File: src/rtl/rom_loader.sv
// rtl/rom_loader.sv - boot-time copier from combinational program ROM into main memory
// Walks ROM from address 0, one READ/WRITE pair per byte, until the ROM flags the last byte.
module rom_loader #(
  parameter logic [31:0] MEM_BASE  = 32'h0000_0000,
  parameter int unsigned MAX_BYTES = 65536
) (
  input  logic        clk,
  input  logic        rst_n,
  input  logic        start,
  output logic [31:0] rom_address,
  input  logic [7:0]  rom_byte,
  input  logic        rom_done,
  output logic [31:0] mem_addr,
  output logic [7:0]  mem_wdata,
  output logic        mem_we,
  input  logic        mem_ready,
  output logic        busy,
  output logic        load_done,
  output logic        load_error,
  output logic        cpu_hold,
  output logic [31:0] byte_count,
  output logic [7:0]  checksum
);

  localparam logic [31:0] MAX_B = 32'(MAX_BYTES);

  typedef enum logic [2:0] {S_IDLE, S_READ, S_WRITE, S_DONE, S_ERROR} state_e;

  state_e      state_q, state_d;
  logic [31:0] rom_addr_q, rom_addr_d;
  logic [31:0] mem_addr_q, mem_addr_d;
  logic [7:0]  wdata_q, wdata_d;
  logic        last_q, last_d;
  logic [31:0] count_q, count_d;
  logic [7:0]  sum_q, sum_d;
  logic        done_q, done_d;
  logic        error_q, error_d;

  always_ff @(posedge clk or negedge rst_n) begin
    if (!rst_n) begin
      state_q    <= S_IDLE;
      rom_addr_q <= '0;
      mem_addr_q <= '0;
      wdata_q    <= '0;
      last_q     <= 1'b0;
      count_q    <= '0;
      sum_q      <= '0;
      done_q     <= 1'b0;
      error_q    <= 1'b0;
    end else begin
      state_q    <= state_d;
      rom_addr_q <= rom_addr_d;
      mem_addr_q <= mem_addr_d;
      wdata_q    <= wdata_d;
      last_q     <= last_d;
      count_q    <= count_d;
      sum_q      <= sum_d;
      done_q     <= done_d;
      error_q    <= error_d;
    end
  end

  always_comb begin
    state_d    = state_q;
    rom_addr_d = rom_addr_q;
    mem_addr_d = mem_addr_q;
    wdata_d    = wdata_q;
    last_d     = last_q;
    count_d    = count_q;
    sum_d      = sum_q;
    done_d     = done_q;
    error_d    = error_q;
    case (state_q)
      S_IDLE, S_DONE, S_ERROR: begin
        if (start) begin
          state_d    = S_READ;
          rom_addr_d = '0;
          count_d    = '0;
          sum_d      = '0;
          done_d     = 1'b0;
          error_d    = 1'b0;
        end
      end
      S_READ: begin
        wdata_d    = rom_byte;
        last_d     = rom_done;
        mem_addr_d = MEM_BASE + rom_addr_q;
        state_d    = S_WRITE;
      end
      S_WRITE: begin
        if (mem_ready) begin
          count_d = count_q + 32'd1;
          sum_d   = sum_q + wdata_q;
          // The last-byte flag wins over the byte limit when both hit on the same write.
          if (last_q) begin
            state_d = S_DONE;
            done_d  = 1'b1;
          end else if (count_q + 32'd1 == MAX_B) begin
            state_d = S_ERROR;
            error_d = 1'b1;
          end else begin
            rom_addr_d = rom_addr_q + 32'd1;
            state_d    = S_READ;
          end
        end
      end
      default: state_d = S_IDLE;
    endcase
  end

  assign rom_address = rom_addr_q;
  assign mem_addr    = mem_addr_q;
  assign mem_wdata   = wdata_q;
  assign mem_we      = (state_q == S_WRITE);
  assign busy        = (state_q == S_READ) || (state_q == S_WRITE);
  assign load_done   = done_q;
  assign load_error  = error_q;
  assign cpu_hold    = ~done_q;
  assign byte_count  = count_q;
  assign checksum    = sum_q;

endmodule

File: config.mk
export PLATFORM = sky130hd
export DESIGN_NAME = rom_loader
export DESIGN_NICKNAME = d
export VERILOG_FILES = /design/src/rtl/rom_loader.sv
export SDC_FILE = /design/constraint.sdc
export NUM_CORES = 1
export LEC_CHECK = 0
export CAP_MARGIN = 40
export CORE_AREA = 2 2 131 133
export CTS_CLUSTER_DIAMETER = 150
export DETAILED_ROUTE_END_ITERATION = 6
export DIE_AREA = 0 0 133 135
export MAX_ROUTING_LAYER = met4
export PLACE_DENSITY = 0.66
export SYNTH_ARGS = -nofsm -noshare
export SYNTH_HDL_FRONTEND = slang
export SYNTH_SLANG_ARGS = --single-unit
File: constraint.sdc
create_clock -name clk -period 5.3 [get_ports clk]
set_input_delay 0.795 -clock clk [delete_from_list [all_inputs] [get_ports clk]]
set_output_delay 0.795 -clock clk [all_outputs]
set_load 0.005 [all_outputs]
==> flow_summary_export.csv <==
group,metric,value,unit
critical_path,cp_num_buf_inv,4,
clock_network,postCtsSetupRepairBufs,0,
clock_network,clk_latency,0.41,ns
power_and_ir_drop,power,4.05,mW
synth,synthArstFlopShare,1.00,
layout,syn2layout_area_growth,29.6,%
sta,rsz0062_at_grt,"no",
critical_path,crit_chain,"nor2b_1 > nand2b_1 > buf_4 > inv_1 > buf_4 > or2_2 > clkdlybuf4s50_1",
critical_path,worst_path_max_delay_cell,"clkdlybuf4s50_1",
drt,route.vias.total,6401,
drt,viasPerCell,5.98,
clock_network,root_buffer,"clkbuf_16",
synth,yosys.area.top_type,"dfrtp_1",
critical_path,cp.arrival,2.99,ns
sta,relSlewSlack,0.422,
synth,synth_area,0.00685,mm2
sta,clock.fmax,264,MHz
drt,wl_per_cell,18.5,um
critical_path,cpPeakStageDelay,0.51,ns
synth,synth_cell_types,61,
clock_network,cts_buffers,17,
synth,ys_seq_area_frac,0.431,
power_and_ir_drop,max-vdd-ir-drop,0.294,mV
critical_path,path_delay_family,"buffers and inverters",
placed_design,pre_cts_ws,1.70,ns
sta,fin_worst_skew,0.00905,ns
floorplan,num_io_pins,130,
synth,synth_area_leaders,"dfrtp_1 (43%), mux2_2 (6.7%), nand2_1 (4.6%)",
floorplan,row_count,47,
sta,worst_slack,1.51,ns
power_and_ir_drop,p_per_area,457,mW/mm2
synth,yosysMostFrequentCell,"dfrtp_1",
layout,drive_gt1_frac,0.119,
synth,synth_top_area_share,0.431,
placed_design,gp_congestion,0.939,
critical_path,path_class,"register to output pin",
critical_path,rrSetupSlack,1.67,ns
drt,drt_iter0_markers,643,
placed_design,io_buffers,129,
placed_design,post-place-cells,1040,
global_routing,grt_max_degree,60,
global_routing,grt-ovfl-total,0,
clock_network,cts_tree,"built",
synth,ys_warn_count,0,
global_routing,grt_pass1_vias,6204,
synth,synth_common_cells,"dfrtp_1 (118), nand2_1 (84), o21ai_0 (57)",
power_and_ir_drop,leakage,3.59,nW
placed_design,place_area,0.00824,mm2
layout,nNetsFinal,863,
run_status,outcome,"finished, final reports clean",
layout,diodes,0,
synth,netlist_instances,748,
drt,route.detailed.drc,0,
critical_path,worstPathMaxFanout,33,
layout,stdcell_area,0.00887,mm2
sta,hold-worst-slack,0.333,ns
global_routing,grt_pass1_wl,32400,um
placed_design,hpwlAfterDp,13100,um
clock_network,hold_buffers,0,
min_path,hold_class,"input pin to async pin",
synth,syn_avg_cell_area,9.15,um2
global_routing,track_usage,0.231,
drt,drtAntennaViolNets,0,
synth,synth_edf_count,0,
clock_network,cts.sinks,118,
sta,finalCritPeriodShare,0.715,
floorplan,initial_core_util,0.417,
critical_path,r2r-start,"byte_count[2]",
critical_path,worstReg2RegEnd,"rom_address[10]",
floorplan,die_area,0.0180,mm2
critical_path,startpoint_type,"register",
critical_path,cp_data_required_time,4.51,ns
clock_network,cts_max_path_buffers,2,
synth,synthesis.nets,772,
floorplan,die_w,133,um
clock_network,cts_max_level,4,
synth,synth_seq_cells,118,
clock_network,cts-resized-gates,0,
layout,postLayoutCoreUtil,0.541,
sta,period_needed,3.79,ns
sta,hold_violations,0,
drt,drtPass1Iterations,5,
sta,worst_pin_slew,0.864,ns
layout,stdcell_count,1071,
floorplan,core-area,0.0164,mm2
sta,setup_viol,0,
floorplan,die_h,135,um
drt,routed_wl,19800,um
sta,tns,0,ns
run,maxCapViolCount,0,
clock_network,cts.reportedPaths.clkPinSlew,0.05,ns
sta,finalMaxSlewViolations,0,
synth,ys_dominant_reg_cell,"dfrtp_1",
critical_path,path_common_cell,"buf_4",
critical_path,reg2regPathDepth,9,
global_routing,antenna_found_initial,0,
critical_path,cp-end-kind,"output pin",
==> sequential cells by signal, indices dropped and copies added, names as in the netlist <==
signal	cells
checksum	8
rom_address	32
load_error	1
mem_wdata	8
byte_count	32
load_done	1
last_q	1
mem_addr	32
state_q	3
==> worst max-delay path by stage <==
stage | from | depth (start not counted) | end
after floorplan | byte_count[5] | 12 | rom_address[10]
after global placement | byte_count[2] | 8 | rom_address[10]
after detailed placement | byte_count[2] | 9 | rom_address[10]
after CTS | state_q[1] | 7 | busy
after global routing | state_q[1] | 7 | busy
final | state_q[1] | 7 | busy
==> power breakdown <==
part	internal [mW]	switching, mW	leakage, nW
sequential	1.10	0.279	1.61
combinational	0.720	0.736	1.67
clock	0.811	0.408	0.308
==> placed cells by master (no fill, tap or decap), types with 11 or more instances in the layout <==
master	count
and3_1	11
mux2_2	41
or3_1	16
dfrtp_1	118
clkdlybuf4s50_1	128
a32oi_1	17
nor3_1	21
buf_4	11
nor4_1	23
nand3_1	38
nor2_1	40
o21ai_0	57
nand4_1	27
o31ai_1	16
clkbuf_16	17
nand2_1	84
a21oi_1	16
==> cells by family (layout without fill, tap and decap cells) <==
group	Yosys count	count (layout)	share of synthesized area
mux	46	46	0.0747
compound gates	172	172	0.165
fa+ha+maj	11	11	0.0212
xor+xnor	17	17	0.0217
flops	118	118	0.431
simple gates	305	305	0.236
buf+inv	79	182	0.0503
==> routing by layer <==
layer,GRT usage,wire length (um),vias up,part of all wire
met5,-,0,-,0
met4,0.0783,307,0,0.015
met3,0.0450,1000,23,0.050
met2,0.371,9710,209,0.49
met1,0.294,8790,3184,0.44
li1,-,-,2985,-
==> area by class of cell <==
cell class / instances / area, um2
well taps: 220 / 275
inverters: 10 / 37.5
repair buffers: 141 / 1410
flip-flops and latches: 118 / 2950
multi-input cells: 551 / 3570
clock buffers: 24 / 512
clock inverters: 7 / 116
fillers: 1453 / 7540
(Power assumes the default switching activity.)
